File: config.mk
export PLATFORM = sky130hd
export DESIGN_NAME = fifo_uart_tx
export DESIGN_NICKNAME = d
export VERILOG_FILES = /design/src/rtl/fifo_uart_tx.sv
export SDC_FILE = /design/constraint.sdc
export NUM_CORES = 1
export LEC_CHECK = 0
export ABC_CLOCK_PERIOD_IN_PS = 2000
export BUFFER_PORTS_ARGS = -buffer_cell sky130_fd_sc_hd__buf_4
export CAP_MARGIN = 20
export CORE_ASPECT_RATIO = 0.9
export CORE_UTILIZATION = 55
export CTS_BUF_LIST = sky130_fd_sc_hd__clkbuf_4 sky130_fd_sc_hd__clkbuf_8
export CTS_CLUSTER_DIAMETER = 40
export DETAILED_ROUTE_END_ITERATION = 10
export MAX_ROUTING_LAYER = met4
export PLACE_DENSITY = 0.76
export SYNTH_ARGS = -nofsm -noshare
export SYNTH_HDL_FRONTEND = slang
export SYNTH_SLANG_ARGS = --single-unit
export TNS_END_PERCENT = 100
File: constraint.sdc
create_clock -name clk -period 2 [get_ports clk]
set_clock_uncertainty 0.1 [all_clocks]
set_input_delay 0.2 -clock clk [delete_from_list [all_inputs] [get_ports clk]]
set_output_delay 0.2 -clock clk [all_outputs]
set_load 0.005 [all_outputs]
File: src/rtl/fifo_uart_tx.sv
// fifo_uart_tx: consumes the FIFO rx_rdy/rx_done handshake and shifts each word out as a UART frame.
// States IDLE->ACK->START->DATA->[PARITY]->STOP; define FIFO_UART_TX_PARITY_EN to add an even-parity bit.
module fifo_uart_tx #(
    parameter int WIDTH        = 8,
    parameter int CLKS_PER_BIT = 16
) (
    input  logic             clk,
    input  logic             rst_n,
    input  logic             en,
    input  logic             rx_rdy,
    input  logic [WIDTH-1:0] in_data,
    output logic             rx_done,
    output logic             tx,
    output logic             busy,
    output logic [15:0]      frame_count
);
    localparam int BW = (CLKS_PER_BIT > 1) ? $clog2(CLKS_PER_BIT) : 1;
    localparam int CW = $clog2(WIDTH + 1);
    localparam logic [BW-1:0] BAUD_LAST = BW'(CLKS_PER_BIT - 1);
    localparam logic [CW-1:0] BIT_LAST  = CW'(WIDTH - 1);

    localparam logic [2:0] S_IDLE   = 3'd0;
    localparam logic [2:0] S_ACK    = 3'd1;
    localparam logic [2:0] S_START  = 3'd2;
    localparam logic [2:0] S_DATA   = 3'd3;
`ifdef FIFO_UART_TX_PARITY_EN
    localparam logic [2:0] S_PARITY = 3'd4;
`endif
    localparam logic [2:0] S_STOP   = 3'd5;

    logic [2:0]       state_q, state_d;
    logic [BW-1:0]    baud_q, baud_d;
    logic [CW-1:0]    bit_q, bit_d;
    logic [WIDTH-1:0] shift_q, shift_d;
    logic             tx_q, tx_d;
    logic             rx_done_q, rx_done_d;
    logic             busy_q, busy_d;
    logic [15:0]      cnt_q, cnt_d;
`ifdef FIFO_UART_TX_PARITY_EN
    logic             par_q, par_d;
`endif
    logic             baud_end;

    assign baud_end = (baud_q == BAUD_LAST);

    always_comb begin
        state_d   = state_q;
        baud_d    = baud_q;
        bit_d     = bit_q;
        shift_d   = shift_q;
        tx_d      = tx_q;
        rx_done_d = rx_done_q;
        busy_d    = busy_q;
        cnt_d     = cnt_q;
`ifdef FIFO_UART_TX_PARITY_EN
        par_d     = par_q;
`endif
        case (state_q)
            S_IDLE: begin
                if (en && rx_rdy) begin
                    shift_d   = in_data;
`ifdef FIFO_UART_TX_PARITY_EN
                    par_d     = ^in_data;
`endif
                    rx_done_d = 1'b1;
                    busy_d    = 1'b1;
                    state_d   = S_ACK;
                end
            end
            S_ACK: begin
                if (!rx_rdy) begin
                    rx_done_d = 1'b0;
                    tx_d      = 1'b0;
                    baud_d    = '0;
                    state_d   = S_START;
                end
            end
            S_START: begin
                if (baud_end) begin
                    baud_d  = '0;
                    bit_d   = '0;
                    tx_d    = shift_q[0];
                    shift_d = shift_q >> 1;
                    state_d = S_DATA;
                end else begin
                    baud_d = baud_q + 1'b1;
                end
            end
            S_DATA: begin
                if (baud_end) begin
                    baud_d = '0;
                    if (bit_q == BIT_LAST) begin
`ifdef FIFO_UART_TX_PARITY_EN
                        tx_d    = par_q;
                        state_d = S_PARITY;
`else
                        tx_d    = 1'b1;
                        state_d = S_STOP;
`endif
                    end else begin
                        bit_d   = bit_q + 1'b1;
                        tx_d    = shift_q[0];
                        shift_d = shift_q >> 1;
                    end
                end else begin
                    baud_d = baud_q + 1'b1;
                end
            end
`ifdef FIFO_UART_TX_PARITY_EN
            S_PARITY: begin
                if (baud_end) begin
                    baud_d  = '0;
                    tx_d    = 1'b1;
                    state_d = S_STOP;
                end else begin
                    baud_d = baud_q + 1'b1;
                end
            end
`endif
            S_STOP: begin
                if (baud_end) begin
                    baud_d  = '0;
                    bit_d   = '0;
                    cnt_d   = cnt_q + 16'd1;
                    busy_d  = 1'b0;
                    state_d = S_IDLE;
                    // Back-to-back capture saves the idle cycle between frames
                    if (en && rx_rdy) begin
                        shift_d   = in_data;
`ifdef FIFO_UART_TX_PARITY_EN
                        par_d     = ^in_data;
`endif
                        rx_done_d = 1'b1;
                        busy_d    = 1'b1;
                        state_d   = S_ACK;
                    end
                end else begin
                    baud_d = baud_q + 1'b1;
                end
            end
            default: begin
                state_d = S_IDLE;
            end
        endcase
    end

    always_ff @(posedge clk or negedge rst_n) begin
        if (!rst_n) begin
            state_q   <= S_IDLE;
            baud_q    <= '0;
            bit_q     <= '0;
            shift_q   <= '0;
            tx_q      <= 1'b1;
            rx_done_q <= 1'b0;
            busy_q    <= 1'b0;
            cnt_q     <= '0;
`ifdef FIFO_UART_TX_PARITY_EN
            par_q     <= 1'b0;
`endif
        end else begin
            state_q   <= state_d;
            baud_q    <= baud_d;
            bit_q     <= bit_d;
            shift_q   <= shift_d;
            tx_q      <= tx_d;
            rx_done_q <= rx_done_d;
            busy_q    <= busy_d;
            cnt_q     <= cnt_d;
`ifdef FIFO_UART_TX_PARITY_EN
            par_q     <= par_d;
`endif
        end
    end

    assign tx          = tx_q;
    assign rx_done     = rx_done_q;
    assign busy        = busy_q;
    assign frame_count = cnt_q;
endmodule
Word level (Yosys, flattened, before mapping)
Index checks and enable logic that the tools add are counted.
{"block": "totals", "regBits": 38, "latchBits": 0, "ram_bits": 0, "mem_bits_ro": 0, "in_bits": 12, "output_inout_bits": 19, "word_cells": 76, "memories": 0}
{"block": "op_classes", "n_addsub": 3, "n_mul": 0, "div_mod_pow": 0, "magnitude_cmp": 0, "n_eq_ne": 14, "shift": 0, "n_mux": 33, "n_bitwise": 0, "reduce_logical": 18}
{"operator": "two-way mux 8 bit", "n": 5}
{"operator": "case mux 8 bit (4 select lines)", "n": 1}
{"operator": "two-way mux 4 bit", "n": 5}
{"operator": "two-way mux 3 bit", "n": 6}
{"operator": "adder 16 x 1 -> 16 bit, second input constant", "n": 1}
{"operator": "case mux 4 bit (2 select lines)", "n": 2}
{"operator": "case mux 3 bit (5 select lines)", "n": 1}
{"operator": "!= test 2 bit, second input constant", "n": 7}
{"operator": "two-way mux 1 bit", "n": 10}
{"operator": "adder 4 x 1 -> 4 bit, second input constant", "n": 2}
{"operator": "AND reduction 4 bit", "n": 2}
{"operator": "equality test 3 x 2 -> 1 bit, second input constant", "n": 2}
{"operator": "case mux 1 bit (3 select lines)", "n": 2}
{"operator": "AND reduction 3 bit", "n": 2}
{"operator": "AND reduction 6 bit", "n": 1}
{"operator": "nonzero test 2 bit", "n": 3}
{"operator": "nonzero test 3 bit", "n": 2}
{"operator": "AND reduction 5 bit", "n": 1}
{"operator": "equality test 4 x 3 -> 1 bit, second input constant", "n": 1}
{"operator": "equality test 4 bit, second input constant", "n": 1}
{"operator": "AND reduction 2 bit", "n": 2}
{"operator": "nonzero test 4 bit", "n": 1}
{"operator": "equality test 3 x 1 -> 1 bit, second input constant", "n": 1}
{"operator": "equality test 3 bit, second input constant", "n": 1}
{"operator": "other kinds (6)", "n": 6}

Longest topological paths before layout
Gate-level depths: netlist of the first run.
{"block": "depth", "word_depth": 4, "mapped_depth": 7}

Worst setup path before layout of the first run
Ideal clock, no wire load.
{"block": "synth_timing", "kind": "register -> register", "from": "register bit_q[0]", "to": "register shift_q[0]", "setup_ns": 0.125, "arrival_ns": 1.569, "t_required_ns": 1.775, "setup_slack_ns": 0.206, "path_stages_with_launch": 6, "path_buffers": 0, "period_less_slack_ns": 1.794, "cell_sequence": "dfrtp_1 > ha_1 > and4b_1 > a2bb2oi_2 > o21ai_4 > mux2_2"}
{"block": "synth_via", "elab_chain_len": 3}
{"element": "from (decl)", "line_no": "33", "rtl": "logic [CW-1:0] bit_q, bit_d;"}
{"element": "from (signal assigned)", "line_no": "163", "rtl": "bit_q <= bit_d;"}
{"element": "equality test 4 x 3 -> 1 bit", "line_no": "92", "rtl": "if (bit_q == BIT_LAST) begin"}
{"element": "!= test 2 bit (no line)"}
{"element": "AND reduction 5 bit (no line)"}
{"element": "to (signal assigned)", "line_no": "164", "rtl": "shift_q <= shift_d;"}
{"element": "to (decl)", "line_no": "34", "rtl": "logic [WIDTH-1:0] shift_q, shift_d;"}
Every way passes these cells.
A chain may end at the register's enable or synchronous reset.

Worst setup path in the final report of the first run
{"block": "layout_timing", "from": "register baud_q[0]", "to": "register shift_q[1]"}
{"block": "layout_via", "elab_chain_len": 3}
{"element": "from (decl)", "line_no": "32", "rtl": "logic [BW-1:0] baud_q, baud_d;"}
{"element": "from (signal assigned)", "line_no": "162", "rtl": "baud_q <= baud_d;"}
{"element": "equality test 4 bit (*)", "line_no": "44", "rtl": "assign baud_end = (baud_q == BAUD_LAST);"}
{"element": "!= test 2 bit (no line)"}
{"element": "AND reduction 5 bit (no line) (*)"}
Every way passes the cells marked *; elsewhere a longest branch is shown, timed or not.

==> impl_metrics.py, run 1 <==
metrics = {
    "placed_design": {
        "dp.cells": 252,
        "dp_hpwl_um": 2750,
        "gp_congestion": 0.849,
        "port_buffers": 30,
    },
    "sta": {
        "max_freq_ghz": 0.523,
        "slew_headroom_pct": 69.4,
        "fin_crit_ns": 1.91,
        "setup_tns_ns": 0,
        "hold_viol_final": 0,
        "rsz0062_at_grt": "false",
        "setup-violations-final": 0,
        "max_slew.worst_pin.slew_ns": 0.459,
        "fin_hold_ws_ns": 0.0628,
        "timing.final.crit_share_pct": 95.7,
        "finalMaxSlewViolations": 0,
    },
    "global_routing": {
        "grt_pass1_vias": 1428,
        "antenna_found_initial": 0,
        "overflow": 0,
        "grt_pass1_wl_um": 6490,
        "grt_usage_pct": 23.0,
        "grt_max_degree": 39,
    },
    "synth": {
        "avgSynthCellArea_sq_um": 10.9,
        "synth.distinct_cells": 46,
        "synthFlopType": "dfrtp_1",
        "synthArstFlopShare_pct": 100,
        "yosysWarningCount": 0,
        "synth.area.top_cells": "dfrtp_1 (47%), mux2_2 (7.4%), xnor2_1 (5.3%)",
        "synth_edf_count": 0,
        "ys_seq_area_share_pct": 48.0,
        "ys_ff_latch": 38,
        "synth_area_sq_um": 1980,
        "yosys.area.top_type": "dfrtp_1",
        "synth_cells": 181,
        "netlist.area_leader.share_pct": 46.7,
        "synth_nets": 196,
    },
    "final_layout": {
        "layout_common_cells": "dfrtp_1 (37), buf_4 (34), nand2_1 (16)",
        "diodes": 0,
        "drive_above_1_share_pct": 30.4,
        "finalNonFillerCells": 261,
        "fin_nets": 231,
        "multi_input_area_sq_um": 965,
        "regArea_sq_um": 952,
        "final_common_cell": "dfrtp_1",
        "area_delta_synth_final_pct": 18.4,
        "final.fill_count": 259,
    },
    "routing": {
        "drc": 0,
        "antenna_left": 0,
        "vias": 1482,
        "drt_pass1_iterations": 4,
        "drtIter0Drc": 67,
        "finalWirelength_um": 3790,
        "via_per_inst": 5.68,
        "wl_per_cell_um": 14.5,
    },
    "critical_path": {
        "cp_data_arrival_time_ns": 1.99,
        "critPathTopFamily": "compound AO/OA/AOI/OAI gates",
        "path_buf_inv": 0,
        "cp-start-kind": "flip-flop",
        "cp_cell_sequence": "ha_2 > nand4_1 > a2bb2oi_2 > o21ai_4 > mux2_2",
        "cp-startpoint": "baud_q[0]",
        "worstPathRequired_ns": 2.07,
        "worstSetupPathType": "reg2reg",
        "critPathMaxStageDelay_ns": 0.39,
        "cp_max_fo": 8,
        "slowest_stage": "dfrtp_1",
        "end_kind": "flip-flop",
        "r2r-start": "baud_q[0]",
    },
    "clock_network": {
        "clock_latency_ns": 0.29,
        "cts_sinks": 38,
        "cts_buffers": 5,
        "clock_path_buffers": 2,
        "htree_levels": 2,
        "cts.reportedPaths.clkPinSlew_ns": 0.07,
        "cts-root-buf": "clkbuf_8",
        "cts_setup_buffers": 0,
        "cts_tree": "yes",
    },
    "floorplanning": {
        "io_pins": 31,
        "die-area_sq_um": 3850,
        "num_rows": 20,
        "start_util_pct": 58.2,
        "coreArea_sq_um": 3400,
        "die_x_um": 65.3,
        "die_h_um": 59.0,
    },
    "pwr": {
        "peakVddDrop_mv": 0.380,
        "p_leak_uw": 0.00111,
        "powerDensity_nw_per_um2": 581,
    },
    "hold_path": {
        "hold_class": "in2reg",
        "holdCritStartpoint": "in_data[7]",
    },
    "status": {
        "status": "completed",
    },
    "run": {
        "drv_cap": 0,
    },
}
[layer usage]
layer  wire, um  vias up  GRT usage [%]
li1           -      722              -
met1       1790      710           31.1
met3        165        8           4.07
met4         64        0           10.2
met5          0        -              -
met2       1770       42           33.9
[worst min-delay path, cell delays in order]
cell and delay, ns:
buf_4 0.11, nand2_1 0.05, o22ai_1 0.05
[cell type report]
type	count	share of cell area, %
well taps	44	2.35
inverters	4	0.640
flip-flops and latches	38	40.6
clock inverters	1	0.213
repair buffers	35	11.3
multi-input cells	132	41.1
clock buffers	7	3.84
[cell usage after synthesis, drive strengths merged (2+ instances only)]
library cell and number:
xnor2 12, nand4 7, nand3b 4, nor2b 2
dfrtp 37, mux2 15, nand2b 2, ha 3
and2 2, and3 6, buf 6, inv 4
o21ai 10, a21oi 7, o32ai 2, a31oi 2
nand2 16, nand3 9, a22o 3, nor2 8
nor3 2, xor2 4, a21o 2
[where the power goes]
part | switching (uW) | internal, uW
Combinational | 22.0 | 21.8
Sequential | 1.94 | 771
Clock | 256 | 291
Total | 280 | 1080
[what timing repair did]
action | in CTS | in global routing
hold buffers | 1 | 0
endpoints found under the setup margin | 0 | 8
hold endpoints to repair | 37 | 0
gates resized for setup | 0 | 2
[flip-flops by register name, summed over array words and instances, names as in the netlist]
register and cells:
shift_q 8, busy 1, bit_q 4, baud_q 4
tx 1, frame_count 16, rx_done 1, state_q 3
[path summary, 6_finish.rpt]
| kind | end | cells past startpoint | slack [ns] |
|---|---|---|---|
| worst max-delay path | shift_q[1] | 5 | 0.09 |
| worst min-delay path | shift_q[7] | 3 | 0.06 |
| worst max register to register | shift_q[1] | 5 | 0.09 |
| worst min register to register | tx | 2 | 0.37 |
| max in group asynchronous | tx | 2 | 1.15 |
| min in group asynchronous | shift_q[4] | 2 | 0.31 |
[metrics by stage]
| step | worst slack, ns | cell area [sq um] | utilization, % | power (uW) |
|---|---|---|---|---|
| floorplan | 0.206 | 1980 | - | 794 |
| global placement | 0.138 | 2240 | 65.7 | 830 |
| detailed placement | 0.0473 | 2240 | 65.7 | 832 |
| CTS | 0.0450 | 2340 | 68.8 | 1370 |
| global route | 0.0112 | 2350 | 69.0 | 1410 |
| finish | 0.0862 | 2350 | 69.0 | 1360 |
[cell families (layout without fill, tap and decap cells)]
family	after synthesis	after routing	synth area share, %
AOI/OAI and AO/OA	35	35	12.4
xor gates and xnor gates	16	16	7.07
adders and majority gates	3	3	1.89
buffers and inverters	11	47	3.53
DFF	38	38	48.0
muxes	16	16	9.41
and+or+nand+nor	62	62	17.6
No activity file was read; power rests on OpenSTA's default activity.
==> run 2, diff against run 1 <==
--- a/config.mk
+++ b/config.mk
@@ -13,8 +13,8 @@
 export CTS_BUF_LIST = sky130_fd_sc_hd__clkbuf_4 sky130_fd_sc_hd__clkbuf_8
 export CTS_CLUSTER_DIAMETER = 40
 export DETAILED_ROUTE_END_ITERATION = 10
-export MAX_ROUTING_LAYER = met4
 export PLACE_DENSITY = 0.76
+export REMOVE_ABC_BUFFERS = 1
 export SYNTH_ARGS = -nofsm -noshare
 export SYNTH_HDL_FRONTEND = slang
 export SYNTH_SLANG_ARGS = --single-unit
==> constraint.sdc (replaced) <==
create_clock -name clk -period 2 [get_ports clk]
set_clock_uncertainty 0.1 [all_clocks]
set_input_delay 0.6 -clock clk [delete_from_list [all_inputs] [get_ports clk]]
set_output_delay 0.6 -clock clk [all_outputs]
set_load 0.005 [all_outputs]
==> impl_metrics.py, run 2 (synthesis gave the netlist of run 1 again) <==
metrics = {
    "placed_design": {
        "gp_congestion": 0.849,
        "place_ws_ns": 0.0644,
        "port_buffers": 30,
        "dp_hpwl_um": 2790,
    },
    "sta": {
        "setup-violations-final": 0,
        "setup_tns_ns": 0,
        "fin_ws_ns": 0.0852,
        "fin_crit_ns": 1.91,
        "rsz0062_at_grt": "false",
        "hold_viol_final": 0,
        "finalMaxSlewViolations": 0,
        "slew_headroom_pct": 68.4,
        "max_freq_ghz": 0.522,
        "max_slew.worst_pin.slew_ns": 0.473,
        "timing.final.crit_share_pct": 95.7,
    },
    "global_routing": {
        "overflow": 0,
        "grt_pass1_vias": 1433,
        "grt_usage_pct": 22.9,
        "grt_pass1_wl_um": 6580,
        "antenna_found_initial": 0,
        "grt_max_degree": 39,
    },
    "routing": {
        "finalWirelength_um": 3830,
        "drtIter0Drc": 68,
        "wl_per_cell_um": 14.6,
        "via_per_inst": 5.58,
        "vias": 1462,
        "antenna_left": 0,
        "drt_pass1_iterations": 4,
        "drc": 0,
    },
    "critical_path": {
        "r2r-start": "bit_q[0]",
        "cp-startpoint": "bit_q[0]",
        "r2r_end": "shift_q[6]",
        "cp-start-kind": "flip-flop",
        "worstSetupPathType": "reg2reg",
        "r2r_setup_slack_ns": 0.09,
        "end_kind": "flip-flop",
        "crit_end": "shift_q[6]",
        "worstPathRequired_ns": 2.07,
        "worst_r2r_path_depth": 5,
        "cp_data_arrival_time_ns": 1.98,
        "cp_max_fo": 8,
    },
    "final_layout": {
        "final_common_cell": "dfrtp_1",
        "layout_common_cells": "dfrtp_1 (37), buf_4 (36), nand2_1 (16)",
        "drive_above_1_share_pct": 31.2,
        "largest_reg_flops": 16,
        "diodes": 0,
        "fin_nets": 232,
        "area_delta_synth_final_pct": 18.7,
        "final.fill_count": 269,
        "regArea_sq_um": 952,
        "multi_input_area_sq_um": 965,
    },
    "pwr": {
        "power_frac_comb_pct": 3.2,
        "p_leak_uw": 0.00112,
        "powerDensity_nw_per_um2": 576,
        "p_sw_uw": 271,
        "peakVddDrop_mv": 0.482,
        "seqPwrFrac_pct": 57.1,
        "clockPowerShare_pct": 39.7,
        "finalPower_uw": 1350,
        "p_sw_share_pct": 20.0,
        "internal_power_uw": 1080,
    },
    "clock_network": {
        "clock_latency_ns": 0.28,
        "cts_tree": "yes",
        "htree_levels": 2,
        "cts_sinks": 38,
        "cts_buffers": 5,
        "cts.reportedPaths.clkPinSlew_ns": 0.07,
        "cts-root-buf": "clkbuf_8",
        "clock_path_buffers": 2,
    },
    "floorplanning": {
        "die_h_um": 59.0,
        "die-area_sq_um": 3850,
        "num_rows": 20,
        "start_util_pct": 58.2,
        "io_pins": 31,
        "die_x_um": 65.3,
        "coreArea_sq_um": 3400,
    },
    "status": {
        "status": "completed",
    },
    "run": {
        "drv_cap": 0,
    },
    "hold_path": {
        "hold_class": "in2async",
    },
}
run 2: cell types whose count changed in the layout (fill, tap and decap cells not counted):
cell,before,now
buf_4,34,36
dlygate4sd3_1,1,0
ha_1,1,2
ha_2,2,1
nand2b_1,2,1
nand2b_2,0,1
run 2: power groups by stage:
stage | logic [uW] | registers [uW] | clock network (uW)
2_1_floorplan | 6.49 | 788 | 0
3_3_place_gp | 42.5 | 788 | 0
3_5_place_dp | 44.2 | 788 | 0
4_1_cts | 44.3 | 773 | 559
5_1_grt | 48.8 | 773 | 591
6_report | 42.7 | 773 | 538
run 2: what timing repair did:
| action | in CTS | in global routing |
|---|---|---|
| resized for setup | 0 | 2 |
| setup buffers | 0 | 1 |
| endpoints found under the hold margin | 0 | 0 |
| hold buffers | 0 | 0 |
| setup endpoints to repair | 0 | 9 |
run 2: worst max-delay path: stages (launching register included):
cell       delay [ns]
dfrtp_1          0.42
ha_2             0.22
and4b_1          0.24
a2bb2oi_2        0.15
o21ai_4          0.29
mux2_2           0.38
run 2: area by class of cell:
cell class / instances / share of cell area, %
inverters: 4 / 0.638
well taps: 44 / 2.34
clock buffers: 7 / 3.83
clock inverters: 1 / 0.213
flip-flops and latches: 38 / 40.5
repair buffers: 36 / 11.5
multi-input cells: 132 / 41.0
run 2: stage by stage:
step	utilization, %	area [sq um]	hold WS (ns)	std cells
after floorplan	-	1930	0.204	174
after global placement	66.0	2240	0.362	253
after detailed placement	66.0	2240	0.378	253
after CTS	68.8	2340	0.183	261
after global routing	69.1	2350	0.204	262
final	69.1	2350	0.170	262
run 2: how the worst min path moves through the flow:
| stage | to | slack, ns | depth (start not counted) |
|---|---|---|---|
| floorplan | baud_q[0] | 0.20 | 0 |
| global placement | frame_count[15] | 0.36 | 1 |
| detailed placement | tx | 0.38 | 2 |
| CTS | shift_q[2] | 0.18 | 1 |
| global route | bit_q[3] | 0.20 | 1 |
| finish | bit_q[3] | 0.17 | 1 |
run 2: per-layer routing:
| metal | vias up | part of all wire, % | wire [um] | global-route usage, % |
|---|---|---|---|---|
| met5 | - | 0 | 0 | 0 |
| met4 | 0 | 1.2 | 46 | 6.83 |
| met3 | 6 | 5.0 | 193 | 5.43 |
| met2 | 44 | 46 | 1750 | 34.3 |
| met1 | 693 | 48 | 1840 | 33.2 |
| li1 | 719 | - | - | - |
==> run 3, diff against run 2 <==
--- a/config.mk
+++ b/config.mk
@@ -6,7 +6,7 @@
 export NUM_CORES = 1
 export LEC_CHECK = 0
 export ABC_CLOCK_PERIOD_IN_PS = 2000
-export BUFFER_PORTS_ARGS = -buffer_cell sky130_fd_sc_hd__buf_4
+export BUFFER_PORTS_ARGS = -buffer_cell sky130_fd_sc_hd__buf_2
 export CAP_MARGIN = 20
 export CORE_ASPECT_RATIO = 0.9
 export CORE_UTILIZATION = 55
==> constraint.sdc (replaced) <==
create_clock -name clk -period 2 [get_ports clk]
set_clock_uncertainty 0.1 [all_clocks]
set_input_delay 0.2 -clock clk [delete_from_list [all_inputs] [get_ports clk]]
set_output_delay 0.2 -clock clk [all_outputs]
set_load 0.005 [all_outputs]
==> impl_metrics.py, run 3 (synthesis gave the netlist of run 1 again) <==
metrics = {
    "status": {
        "status": "completed",
    },
    "clock_network": {
        "htree_levels": 2,
        "clock_path_buffers": 2,
        "cts-root-buf": "clkbuf_8",
        "cts.reportedPaths.clkPinSlew_ns": 0.07,
        "cts_sinks": 38,
        "clock_latency_ns": 0.29,
        "cts_buffers": 5,
        "cts_tree": "yes",
    },
    "sta": {
        "max_freq_ghz": 0.515,
        "timing.final.crit_share_pct": 97.0,
        "finalMaxSlewViolations": 0,
        "max_slew.worst_pin.slew_ns": 0.839,
        "hold_viol_final": 0,
        "setup-violations-final": 0,
        "fin_crit_ns": 1.94,
        "setup_tns_ns": 0,
        "slew_headroom_pct": 44.0,
        "rsz0062_at_grt": "false",
    },
    "final_layout": {
        "fin_area_sq_um": 2290,
        "layout_common_cells": "dfrtp_1 (37), buf_2 (30), nand2_1 (16)",
        "area_delta_synth_final_pct": 15.5,
        "diodes": 0,
        "largest_reg_flops": 16,
        "final.fill_count": 283,
        "final_common_cell": "dfrtp_1",
        "fin_nets": 233,
        "finalNonFillerCells": 263,
        "drive_above_1_share_pct": 31.5,
    },
    "floorplanning": {
        "coreArea_sq_um": 3400,
        "start_util_pct": 58.2,
        "die_x_um": 65.3,
        "die-area_sq_um": 3850,
        "die_h_um": 59.0,
        "io_pins": 31,
        "num_rows": 20,
    },
    "routing": {
        "vias": 1499,
        "finalWirelength_um": 3880,
        "via_per_inst": 5.70,
        "antenna_left": 0,
        "drtIter0Drc": 113,
        "wl_per_cell_um": 14.8,
        "drc": 0,
        "drt_pass1_iterations": 4,
    },
    "global_routing": {
        "grt_max_degree": 39,
        "grt_pass1_wl_um": 6400,
        "overflow": 0,
        "antenna_found_initial": 0,
        "grt_usage_pct": 22.3,
        "grt_pass1_vias": 1429,
    },
    "critical_path": {
        "critPathMaxStageDelay_ns": 0.40,
        "end_kind": "flip-flop",
        "cp_cell_sequence": "ha_2 > and4b_2 > a2bb2oi_2 > o21ai_4 > mux2_2",
        "worstSetupPathType": "reg2reg",
        "worstPathRequired_ns": 2.08,
        "cp_max_fo": 8,
        "slowest_stage": "dfrtp_1",
        "cp-start-kind": "flip-flop",
        "cp_data_arrival_time_ns": 2.02,
    },
    "pwr": {
        "peakVddDrop_mv": 0.499,
        "powerDensity_nw_per_um2": 596,
        "internal_power_uw": 1080,
        "p_sw_share_pct": 21.0,
        "finalPower_uw": 1360,
        "seqPwrFrac_pct": 56.7,
        "p_sw_uw": 287,
        "power_frac_comb_pct": 2.7,
        "p_leak_uw": 0.00111,
        "clockPowerShare_pct": 40.6,
    },
    "placed_design": {
        "dpl_cell_area_sq_um": 2160,
        "dp.cells": 252,
        "dp_hpwl_um": 2740,
        "port_buffers": 30,
        "gp_congestion": 0.792,
    },
    "hold_path": {
        "hold_class": "in2reg",
    },
    "run": {
        "drv_cap": 0,
    },
}
[run 3: cell count changes in the layout (fill, tap and decap cells not counted), sizes merged]
cell	change
dlygate4sd3	+1
[run 3: what timing repair did]
item / in CTS / in global routing
endpoints found under the hold margin: 37 / 0
endpoints found under the setup margin: 0 / 6
hold buffers: 1 / 0
resized for setup: 0 / 3
setup buffers: 0 / 2
[run 3: final timing paths]
path	from	slack (ns)	depth (start not counted)	end
setup reg to reg	bit_q[0]	0.06	5	shift_q[4]
setup / recovery	bit_q[0]	0.06	5	shift_q[4]
max in group asynchronous	rst_n	0.82	2	frame_count[15]
hold reg to reg	frame_count[15]	0.37	1	frame_count[15]
min in group asynchronous	rst_n	0.44	2	bit_q[3]
hold / removal	in_data[7]	0.04	3	shift_q[7]
[run 3: critical path, delay by kind of cell (launching register included)]
kind	cells	cell delay, ns
multiplexers	1	0.38
flip-flops	1	0.40
AND/OR/NAND/NOR	1	0.27
adder cells (fa/ha/maj)	1	0.22
AO/OA/AOI/OAI	2	0.45
[run 3: metal layers]
metal  track usage [%]  share of wire, %
met1              28.9                46
met2              34.5                47
met3              8.53               6.5
met4              7.76              0.28
met5                 0                 0
[run 3: area by class of cell]
| type | count | area, sq um | area share [%] |
|---|---|---|---|
| multi-input combinational | 132 | 966 | 42.2 |
| sequential | 38 | 952 | 41.6 |
| timing repair buffer | 37 | 205 | 8.97 |
| clock buffer | 7 | 90.1 | 3.94 |
| tap | 44 | 55.1 | 2.41 |
| inverter | 4 | 15.0 | 0.656 |
| clock inverter | 1 | 5.00 | 0.219 |
[run 3: per-stage QoR]
| stage | hold WS [ns] | util [%] | setup WS, ns |
|---|---|---|---|
| after CTS | 0.0395 | 66.6 | 0.0462 |
| after detailed placement | 0.249 | 63.5 | 0.0575 |
| after global routing | 0.0707 | 67.2 | 0.00480 |
| after global placement | 0.231 | 63.5 | 0.139 |
| after floorplan | -0.196 | - | 0.0788 |
| final | 0.0449 | 67.2 | 0.0599 |
[run 3: power groups by stage]
| stage | Sequential, uW | Clock [uW] | Combinational (uW) |
|---|---|---|---|
| after floorplan | 788 | 0 | 6.49 |
| after global placement | 787 | 0 | 35.1 |
| after detailed placement | 788 | 0 | 36.7 |
| after CTS | 773 | 570 | 38.4 |
| after global routing | 773 | 607 | 42.1 |
| final | 773 | 554 | 37.1 |
